<file path="src/rtl/rand_word_collector.sv">
// Drives the random engine through restart/go cycles and buffers each result into a small FIFO.
// Optional build macro: RAND_COLLECTOR_DISCARD_ZERO_EN (drop all-zero engine words and re-run).
module rand_word_collector #(
    parameter int nbits = 16,
    parameter int depth = 4
) (
    input  logic             clk,
    input  logic             rst,
    input  logic             req_val,
    output logic             req_rdy,
    input  logic [7:0]       req_count,
    output logic             eng_rst,
    output logic             eng_go,
    input  logic             eng_done_val,
    input  logic [nbits-1:0] eng_data,
    output logic             out_val,
    input  logic             out_rdy,
    output logic [nbits-1:0] out_data,
    output logic             busy
);

    localparam int AW = (depth > 1) ? $clog2(depth) : 1;
    localparam logic [AW:0] DEPTH_W = (AW + 1)'(depth);

    typedef enum logic [1:0] {IDLE, RESTART, START, WAIT} state_t;

    state_t           state;
    state_t           state_nxt;
    logic [7:0]       remaining;
    logic [nbits-1:0] mem [depth];
    logic [AW-1:0]    wr_ptr;
    logic [AW-1:0]    rd_ptr;
    logic [AW:0]      occ;

    logic full;
    logic accept;
    logic word_ok;
    logic done_ok;
    logic push;
    logic pop;

    assign full    = (occ == DEPTH_W);
    assign accept  = req_val && (state == IDLE);
    assign done_ok = (state == WAIT) && eng_done_val && !full;
`ifdef RAND_COLLECTOR_DISCARD_ZERO_EN
    // An all-zero word means the LFSR locked up; it is re-run instead of counted.
    assign word_ok = (eng_data != '0);
`else
    assign word_ok = 1'b1;
`endif
    assign push    = done_ok && word_ok;
    assign pop     = out_val && out_rdy;

    always_ff @(posedge clk) begin
        if (rst) begin
            state <= IDLE;
        end else begin
            state <= state_nxt;
        end
    end

    always_comb begin
        state_nxt = state;
        case (state)
            IDLE:    if (accept && (req_count != 8'd0)) state_nxt = RESTART;
            RESTART: state_nxt = START;
            START:   state_nxt = WAIT;
            WAIT: begin
                if (done_ok) begin
                    if (word_ok && (remaining == 8'd1)) state_nxt = IDLE;
                    else                                state_nxt = RESTART;
                end
            end
            default: state_nxt = IDLE;
        endcase
    end

    always_comb begin
        req_rdy = (state == IDLE);
        eng_rst = (state == RESTART);
        eng_go  = (state == START);
        busy    = (state != IDLE);
    end

    always_ff @(posedge clk) begin
        if (rst) begin
            remaining <= 8'd0;
        end else if (accept) begin
            remaining <= req_count;
        end else if (push) begin
            remaining <= remaining - 8'd1;
        end
    end

    // FIFO control; storage itself is left unreset.
    always_ff @(posedge clk) begin
        if (rst) begin
            wr_ptr <= '0;
            rd_ptr <= '0;
            occ    <= '0;
        end else begin
            if (push) wr_ptr <= wr_ptr + 1'b1;
            if (pop)  rd_ptr <= rd_ptr + 1'b1;
            case ({push, pop})
                2'b10:   occ <= occ + 1'b1;
                2'b01:   occ <= occ - 1'b1;
                default: occ <= occ;
            endcase
        end
    end

    always_ff @(posedge clk) begin
        if (push) mem[wr_ptr] <= eng_data;
    end

    assign out_val  = (occ != '0);
    assign out_data = mem[rd_ptr];

endmodule

</file>
<file path="config.mk">
export PLATFORM = sky130hd
export DESIGN_NAME = rand_word_collector
export DESIGN_NICKNAME = d
export VERILOG_FILES = /design/src/rtl/rand_word_collector.sv
export SDC_FILE = /design/constraint.sdc
export NUM_CORES = 1
export LEC_CHECK = 0
export BUFFER_PORTS_ARGS = -buffer_cell sky130_fd_sc_hd__buf_2
export CAP_MARGIN = 20
export CORE_MARGIN = 2
export CORE_UTILIZATION = 39
export CTS_BUF_LIST = sky130_fd_sc_hd__clkbuf_2 sky130_fd_sc_hd__clkbuf_4 sky130_fd_sc_hd__clkbuf_8
export CTS_CLUSTER_DIAMETER = 80
export DETAILED_ROUTE_END_ITERATION = 16
export PLACE_DENSITY_LB_ADDON = 0.12
export SLEW_MARGIN = 40
export SYNTH_ARGS = -nofsm -noshare
export SYNTH_HDL_FRONTEND = slang
export SYNTH_SLANG_ARGS = --single-unit
export TNS_END_PERCENT = 100
</file>
<file path="constraint.sdc">
create_clock -name clk -period 6.71 [get_ports clk]
set_input_delay 0.3355 -clock clk [delete_from_list [all_inputs] [get_ports clk]]
set_output_delay 0.3355 -clock clk [all_outputs]
set_load 0.03 [all_outputs]
</file>
Word level (Yosys, flattened, before mapping)
Memories as Yosys holds them, arrays and structs flattened. A register that Yosys moved wholly into a read port is not among the register bits.
Index checks and enable logic that the tools add are counted.
{"block": "word_totals", "register_bits": 17, "latchBits": 0, "ram_bits": 64, "mem_bits_ro": 0, "in_bits": 29, "word_cells": 44, "n_memories": 1}
{"name": "mem", "depth": 4, "width": 16, "rd": 1, "rd_ports_with_merged_regs": 1, "wr": 1, "line_no": "30", "source": "logic [nbits-1:0] mem [depth];"}
{"block": "classes", "n_addsub": 5, "mul": 0, "div_mod_pow": 0, "n_lt_le_gt_ge": 0, "n_eq_ne": 9, "shift": 0, "muxes": 11, "bitwise": 0, "n_reduce_logical": 13}
{"cell": "$mux 8", "n": 2}
{"cell": "$eq 8x1->1 const B", "n": 1}
{"cell": "$mux 2", "n": 4}
{"cell": "$pmux 2 s4", "n": 1}
{"cell": "$reduce_bool 8->1", "n": 1}
{"cell": "$sub 8x1->8 const B", "n": 1}
{"cell": "$eq 2x2->1 const B", "n": 3}
{"cell": "$pmux 3 s2", "n": 1}
{"cell": "$reduce_bool 2->1", "n": 3}
{"cell": "$logic_and 1x1->1", "n": 5}
{"cell": "$add 2x1->2 const B", "n": 2}
{"cell": "$eq 2x1->1 const B", "n": 2}
{"cell": "$add 3x1->3 const B", "n": 1}
{"cell": "$eq 3x3->1 const B", "n": 1}
{"cell": "$mux 1", "n": 3}
{"cell": "$reduce_bool 3->1", "n": 1}
{"cell": "$sub 3x1->3 const B", "n": 1}
{"cell": "$logic_not 2->1", "n": 1}
{"cell": "$ne 2x1->1 const B", "n": 1}
{"cell": "$ne 2x2->1 const B", "n": 1}
{"cell": "$reduce_and 2->1", "n": 1}
{"cell": "$logic_not 1->1", "n": 1}

Depth between registers and ports, before layout
Gate-level depths: netlist of the first run.
{"block": "depth", "word_depth": 5, "depth_mapped": 10, "mapped_depth_nobuf": 10}

Worst setup path before layout of the first run
Ideal clock, no wire load.
{"block": "synth_path", "path_kind": "reg-to-reg", "startpoint": "reg occ[2]", "endpoint": "reg occ[2]", "setup_ns": 0.071, "arrival_ns": 2.238, "required_ns": 6.639, "setup_slack_ns": 4.402, "path_stages_with_launch": 11, "n_path_buf": 1, "cell_sequence": "dfxtp_1 -> nor3b_1 -> clkbuf_1 -> nor2_1 -> inv_1 -> ha_1 -> inv_1 -> fa_1 -> xor2_1 -> or3_1 -> a21oi_1"}
{"block": "synth_between", "elab_chain_len": 5, "word_cells_on_any_way": 11, "cone_classes": "add/sub: 2; eq/ne: 3; mux: 1; reduce/logical: 5"}
{"element": "from (decl)", "line_no": "33", "source": "logic [AW:0] occ;"}
{"element": "from (signal assigned)", "line_no": "105", "source": "2'b10: occ <= occ + 1'b1;"}
{"element": "from (signal assigned)", "line_no": "106", "source": "2'b01: occ <= occ - 1'b1;"}
{"element": "$eq 3x3->1", "line_no": "42", "source": "assign full = (occ == DEPTH_W);"}
{"element": "$logic_not 1->1", "line_no": "44", "source": "assign done_ok = (state == WAIT) && eng_done_val && !full;"}
{"element": "$logic_and 1x1->1", "line_no": "44"}
{"element": "$eq 2x1->1 or $eq 2x2->1 (tied branches)", "line_no": "104", "source": "case ({push, pop})"}
{"element": "$pmux 3 s2 or $reduce_bool 2->1 (tied branches)"}
Several ways; a longest one is shown, not always the timed one.
A chain may end at the register's enable or synchronous reset.

Final worst setup path of the first run
{"block": "layout_path", "startpoint": "reg state[0]", "endpoint": "reg occ[2]"}
{"block": "layout_between", "elab_chain_len": 5, "word_cells_on_any_way": 7, "cone_classes": "eq/ne: 3; mux: 1; reduce/logical: 3"}
{"element": "from (decl)", "line_no": "27", "source": "state_t state;"}
{"element": "from (signal assigned)", "line_no": "58", "source": "state <= state_nxt;"}
{"element": "$eq 2x2->1 *", "line_no": "44"}
{"element": "$logic_and 1x1->1 * (2 in series)", "line_no": "44"}
{"element": "$eq 2x1->1 or $eq 2x2->1 (tied branches)", "line_no": "104"}
{"element": "$pmux 3 s2 or $reduce_bool 2->1 (tied branches)"}
Every way passes the cells marked *; elsewhere a longest branch is shown, timed or not.

==> reports/qor.txt, run 1 <==
Yosys reg bits: 83
largest family of logic cells by synthesized area: multiplexers
area fraction in and, or, nand and nor cells after synthesis: 6.89%
r2r endpoint: occ[2]
Fin Hold WS: 0.201 ns
Fmax: 0.408 GHz
layout cell share with drive strength beyond 1: 33.7%
hold endpoint: mem[0][12]
Leak: 0.00137 uW
setup violators final: 0
n_diodes: 0
Final Max Tran Viols: 0
die width: 97.6 um
routed wire length per instance: 15.6 um
Die Span Y: 97.6 um
Clk Tree Root Cell: clkbuf_8
CTS tree: built
beginning of the worst hold path: eng_data[12]
storage element area: 0.00230 mm2
Clock Skews: 0.00937 ns
VDD IR max: 0.000191 V
RSZ-0062 raised after global routing: no
Initial DRC Count: 41
# rows: 34
total track usage: 13.1%
max-cap violations: 0
setup_tns: 0 ns
post-synthesis mux area share: 10.6%
Final Non-Filler Cells: 378
Final min period: 2.45 ns
Worst path slowest cell: nor2_1
cell count after synthesis: 211
Post-Syn Area: 0.00341 mm2
vias in the first global route: 1924
WL final: 5880 um
reg-to-reg slack, setup: 4.26 ns
Synth Net Count: 253
fillcell total: 794
final net count: 307
Final period util: 36.5%
routed vias: 1862
ys async rst share: 0%
Yosys cell types: 35
Clock Path Buffers: 2
CP arrival: 2.73 ns
Inst Count DP: 362
most frequent cell after synthesis: edfxtp_1
Multi-input gate area: 0.00104 mm2
Setup crit end kind: register
routability cong.: 0.690
Post-Synth XOR/XNOR Area: 3.08%
Post-synth EDFFs: 64
vias per cell: 4.93
Hold Buf Count CTS: 0
final instance area: 0.00398 mm2
FF-to-FF Start: state[0]
Min-Delay Path Class: in -> reg
Port Buffers: 49
Top Ports: 50
initial core utilization: 39.7%
reg2reg path depth: 10
Worst Tran Pin Value: 0.504 ns
H-tree Lvls: 3
synth warn: 0
first-pass GRT wire length: 9510 um
final core occ: 46.3%
Sink Count: 83
Post-CTS Setup Bufs: 0
Yosys top cell area share: 56.3%
crit path cell chain: ha_1, nand2_1, nor2_1, inv_1, ha_1, inv_1, fa_1, xor2_1, or3_1, a21oi_1
Commonest cells post-synth: edfxtp_1 (64), dfxtp_1 (19), mux4_2 (16), nor2_1 (15), inv_1 (13)
DP Area: 0.00378 mm2
gr ovfl total: 0
type of the worst setup path: reg -> reg
CTS-repair resized insts: 0
top post-synthesis cells by area: edfxtp_1 (56%), dfxtp_1 (11%), mux4_2 (11%)
largest net degree at the start of global routing: 19
Post-Syn Area per Cell: 16.2 um2
clock-pin slew of the registers on the worst-case setup and hold paths: 0.08 ns
slowest stage delay, CP: 0.44 ns
CTS buffer count: 9
Yosys top cell by area: edfxtp_1
compound-cell area share of the yosys netlist: 4.69%
WP data required: 6.99 ns
status: finished, final reports clean
hold path depth: 1
Final ANT Viol Nets: 0
worst rel slew slack: 66.4%
initial antenna violation count: 0
hpwl dp: 3860 um
clk_lat worst skew: 0.35 ns
post-synthesis adder-cell area fraction: 4.99%
pwr/cell area: 311 mW/mm2
core area: 0.00859 mm2
Layout area overhead: 16.6%
full die area: 0.00952 mm2
Top FF cell, synth: edfxtp_1
post-synthesis sequential area ratio: 67.4%
Worst Path Max Fanout: 8
First-pass DRT Iterations: 4
Hold Fails Final Rpt: 0
startpoint types: register
DR DRC count: 0
[cells by family (layout without fill, tap and decap cells)]
group | count (synthesis) | count (layout)
AND/OR/NAND/NOR | 44 | 44
adder cells (fa/ha/maj) | 13 | 13
multiplexers | 16 | 16
flip-flops | 83 | 83
XOR/XNOR | 12 | 12
buffers and inverters | 21 | 80
AO/OA/AOI/OAI | 22 | 22
[routing by layer]
| metal | part of all wire, % | track usage [%] | vias up |
|---|---|---|---|
| met3 | 4.7 | 3.88 | 11 |
| met4 | 2.2 | 5.77 | 0 |
| li1 | - | - | 916 |
| met2 | 48 | 21.3 | 47 |
| met5 | 0 | 0 | - |
| met1 | 45 | 16.3 | 888 |
[cell type report]
class	count	area share, %
inverter	13	1.23
clock inverter	6	1.63
multi-input combinational	107	26.0
sequential	83	57.9
tap	108	3.40
timing repair buffer	51	6.54
clock buffer	10	3.30
[worst max-delay path, delay by kind of cell (launching register included)]
kind | cells | cell delay (ns)
simple gates | 3 | 0.95
xor+xnor | 1 | 0.07
compound gates | 1 | 0.14
fa+ha+maj | 3 | 0.69
flops | 1 | 0.38
buf+inv | 2 | 0.17
[per-stage QoR]
stage | power (uW) | worst slack [ns]
detailed placement | 900 | 4.24
floorplan | 832 | 4.40
global route | 1310 | 4.00
finish | 1240 | 4.26
global placement | 901 | 4.31
CTS | 1250 | 4.24
[where the power goes]
part | switching (uW) | internal [uW]
Sequential | 23.7 | 585
Combinational | 167 | 110
Clock | 175 | 176
[placed cells by master, fill, tap and decap left out, drive strengths merged, types with 2 or more instances in the layout]
master,count
edfxtp,64
buf,51
dfxtp,19
mux4,16
nor2,15
inv,14
ha,12
clkbuf,10
xnor2,9
a211oi,8
nand2,4
and2,4
a21oi,4
nor4,4
or3,3
xor2,3
nor3,3
o21ai,3
clkinvlp,3
nor3b,2
nand4b,2
or2,2
[how the worst max path moves through the flow]
| stage | from | end | depth (start not counted) |
|---|---|---|---|
| floorplan | occ[2] | occ[2] | 10 |
| global placement | state[0] | mem[2][12] | 4 |
| detailed placement | state[0] | mem[1][15] | 4 |
| CTS | state[0] | mem[1][10] | 4 |
| global route | state[0] | occ[2] | 10 |
| finish | state[0] | occ[2] | 10 |
[state kept, by name (all words and copies together), names as in the netlist, named ones only]
signal	count
mem	64
remaining	8
occ	3
rd_ptr	2
state	2
wr_ptr	2
(Power assumes the default switching activity.)
==> run 2, diff against run 1 <==
clock period = 2.2 ns   (was 6.71 ns; I/O delays follow)
==> run 2 against run 1 <==
Against the previous run: utilization grew 3.2 points; clock power grew to 3.0 times the previous value; hold slack lost 0.15 ns; routed wire length grew 4.5%; register-to-register slack lost 4.1 ns; design area grew 6.9%; largest power group unchanged.
==> reports/qor.txt, run 2 (same netlist as run 1, synthesis figures left out) <==
status: finished, final reports clean
initial antenna violation count: 0 (unchanged)
setup violators final: 0 (unchanged)
final net count: 334 (+8.8%)
commonest non-fill, non-tap cell in the layout: edfxtp_1
slowest stage delay, CP: 0.37 ns (-0.07 ns)
Clock Path Buffers: 2 (unchanged)
die width: 97.6 um (unchanged)
Sink Count: 83 (unchanged)
initial core utilization: 39.7% (unchanged)
RSZ-0062 raised after global routing: no
CTS buffer count: 9 (unchanged)
Worst Path Max Fanout: 4 (-4)
gr ovfl total: 0 (unchanged)
Final min period: 2.03 ns (-0.422 ns)
core area: 0.00859 mm2 (unchanged)
Port Buffers: 49 (unchanged)
Min-Delay Path Class: in -> reg
WP data required: 2.47 ns (-4.52 ns)
routed vias: 1948 (+4.6%)
DR DRC count: 0 (unchanged)
beginning of the worst hold path: req_count[6]
layout cell share with drive strength beyond 1: 33.3% (-0.37 points)
Crit path buffers/inverters: 2 (unchanged)
Final ANT Viol Nets: 0 (unchanged)
Post-CTS Setup Bufs: 0 (unchanged)
Fmax: 0.493 GHz (+21%)
n_diodes: 0 (unchanged)
final core occ: 49.5% (+3.2 points)
H-tree Lvls: 3 (unchanged)
Most flops, register: mem
startpoint types: register
crit path cell chain: ha_1, nand2_1, nor2_1, inv_1, ha_1, inv_1, fa_1, xor2_1, or3_1, a21oi_1
largest net degree at the start of global routing: 19 (unchanged)
routability cong.: 0.729 (+5.6%)
hpwl dp: 4100 um (+6.2%)
Clock Skews: 0.00743 ns (-0.00194 ns)
clk_lat worst skew: 0.34 ns (about the same)
FF-to-FF Start: state[0]
DP Area: 0.00390 mm2 (+3.1%)
CP arrival: 2.30 ns (-0.43 ns)
Worst path slowest cell: fa_1
# rows: 34 (unchanged)
delay-heaviest family, CP: adder cells
reg-to-reg slack, setup: 0.17 ns (-4.09 ns)
pwr/cell area: 896 mW/mm2 (+190%)
VDD IR max: 0.000575 V (+200%)
Final Max Tran Viols: 0 (unchanged)
routed wire length per instance: 15.2 um (-2.5%)
Setup crit end kind: register
vias in the first global route: 1964 (+2.1%)
Die Span Y: 97.6 um (unchanged)
hold endpoint: remaining[6]
number of flip-flops in the largest register: 64 (unchanged)
commonest cells after routing, fill and taps aside: edfxtp_1 (64), buf_2 (49), dfxtp_1 (19)
Initial DRC Count: 73 (+78%)
DP Worst Slack: 0.150 ns (-4.09 ns)
first-pass GRT wire length: 9740 um (+2.4%)
full die area: 0.00952 mm2 (unchanged)
Final period util: 92.2% (+56 points)
Worst Tran Pin Value: 0.488 ns (-0.0162 ns)
final instance area: 0.00426 mm2 (+6.9%)
clock-pin slew of the registers on the worst-case setup and hold paths: 0.08 ns (about the same)
Layout area overhead: 24.7%
Hold Fails Final Rpt: 0 (unchanged)
setup_tns: 0 ns (unchanged)
max-cap violations: 0 (unchanged)
WL final: 6150 um (+4.5%)
Clk Tree Root Cell: clkbuf_8
Leak: 0.00151 uW (+10%)
vias per cell: 4.81 (-2.4%)
biggest regs: mem x64, remaining x8, occ x3
hold path depth: 3 (+2)
final worst setup slack: 0.172 ns (-4.09 ns)
worst rel slew slack: 67.4% (+1.0 points)
reg2reg path depth: 10 (unchanged)
total track usage: 13.4% (+0.32 points)
type of the worst setup path: reg -> reg
First-pass DRT Iterations: 4 (unchanged)
Top Ports: 50 (unchanged)
r2r endpoint: occ[2]
CTS tree: built
-- run 2: metal layers --
layer	up-vias	part of all wire [%]	GRT usage [%]
li1	962	-	-
met1	945	46	17.3
met2	34	49	21.3
met3	7	3.4	3.02
met4	0	1.5	7.05
met5	-	0	0
-- run 2: worst max-delay path by stage --
| stage | start | end | slack, ns | cells past startpoint |
|---|---|---|---|---|
| 2_1_floorplan | occ[2] | occ[2] | 0.005 | 10 |
| 3_3_place_gp | occ[2] | occ[2] | 0.17 | 9 |
| 3_5_place_dp | occ[2] | occ[2] | 0.15 | 9 |
| 4_1_cts | occ[2] | occ[2] | 0.12 | 9 |
| 5_1_grt | state[0] | occ[2] | 0.06 | 10 |
| 6_report | state[0] | occ[2] | 0.17 | 10 |
-- run 2: cell type report --
class	instances	area, um2
sequential	83	2300
tap	108	135
multi-input combinational	107	1040
fill	739	4340
timing repair buffer	78	541
clock inverter	7	68.8
clock buffer	9	124
inverter	13	48.8
-- run 2: power breakdown --
group / internal, uW / leakage (uW) / switching [uW]
registers: 1780 / 0.000731 / 69.3
logic: 385 / 0.000683 / 523
clock network: 520 / 0.0000950 / 531
-- run 2: worst min-delay path, stage by stage --
cell and delay [ns]:
buf_2 0.10, nor2_1 0.09, a211oi_1 0.05
-- run 2: what timing repair did --
action                                  4_1_cts  5_1_grt
endpoints found under the setup margin        0        1
resized for setup                             0        1
hold buffers                                 16        0
endpoints found under the hold margin        64        0
-- run 2: metrics by stage --
| stage | power (uW) | hold WS [ns] | instances |
|---|---|---|---|
| 5_1_grt | 4040 | 0.0477 | 405 |
| 2_1_floorplan | 2540 | 0.209 | 211 |
| 3_5_place_dp | 2780 | 0.331 | 373 |
| 4_1_cts | 3870 | 0.0358 | 405 |
| 3_3_place_gp | 2780 | 0.328 | 373 |
| 6_report | 3810 | 0.0552 | 405 |
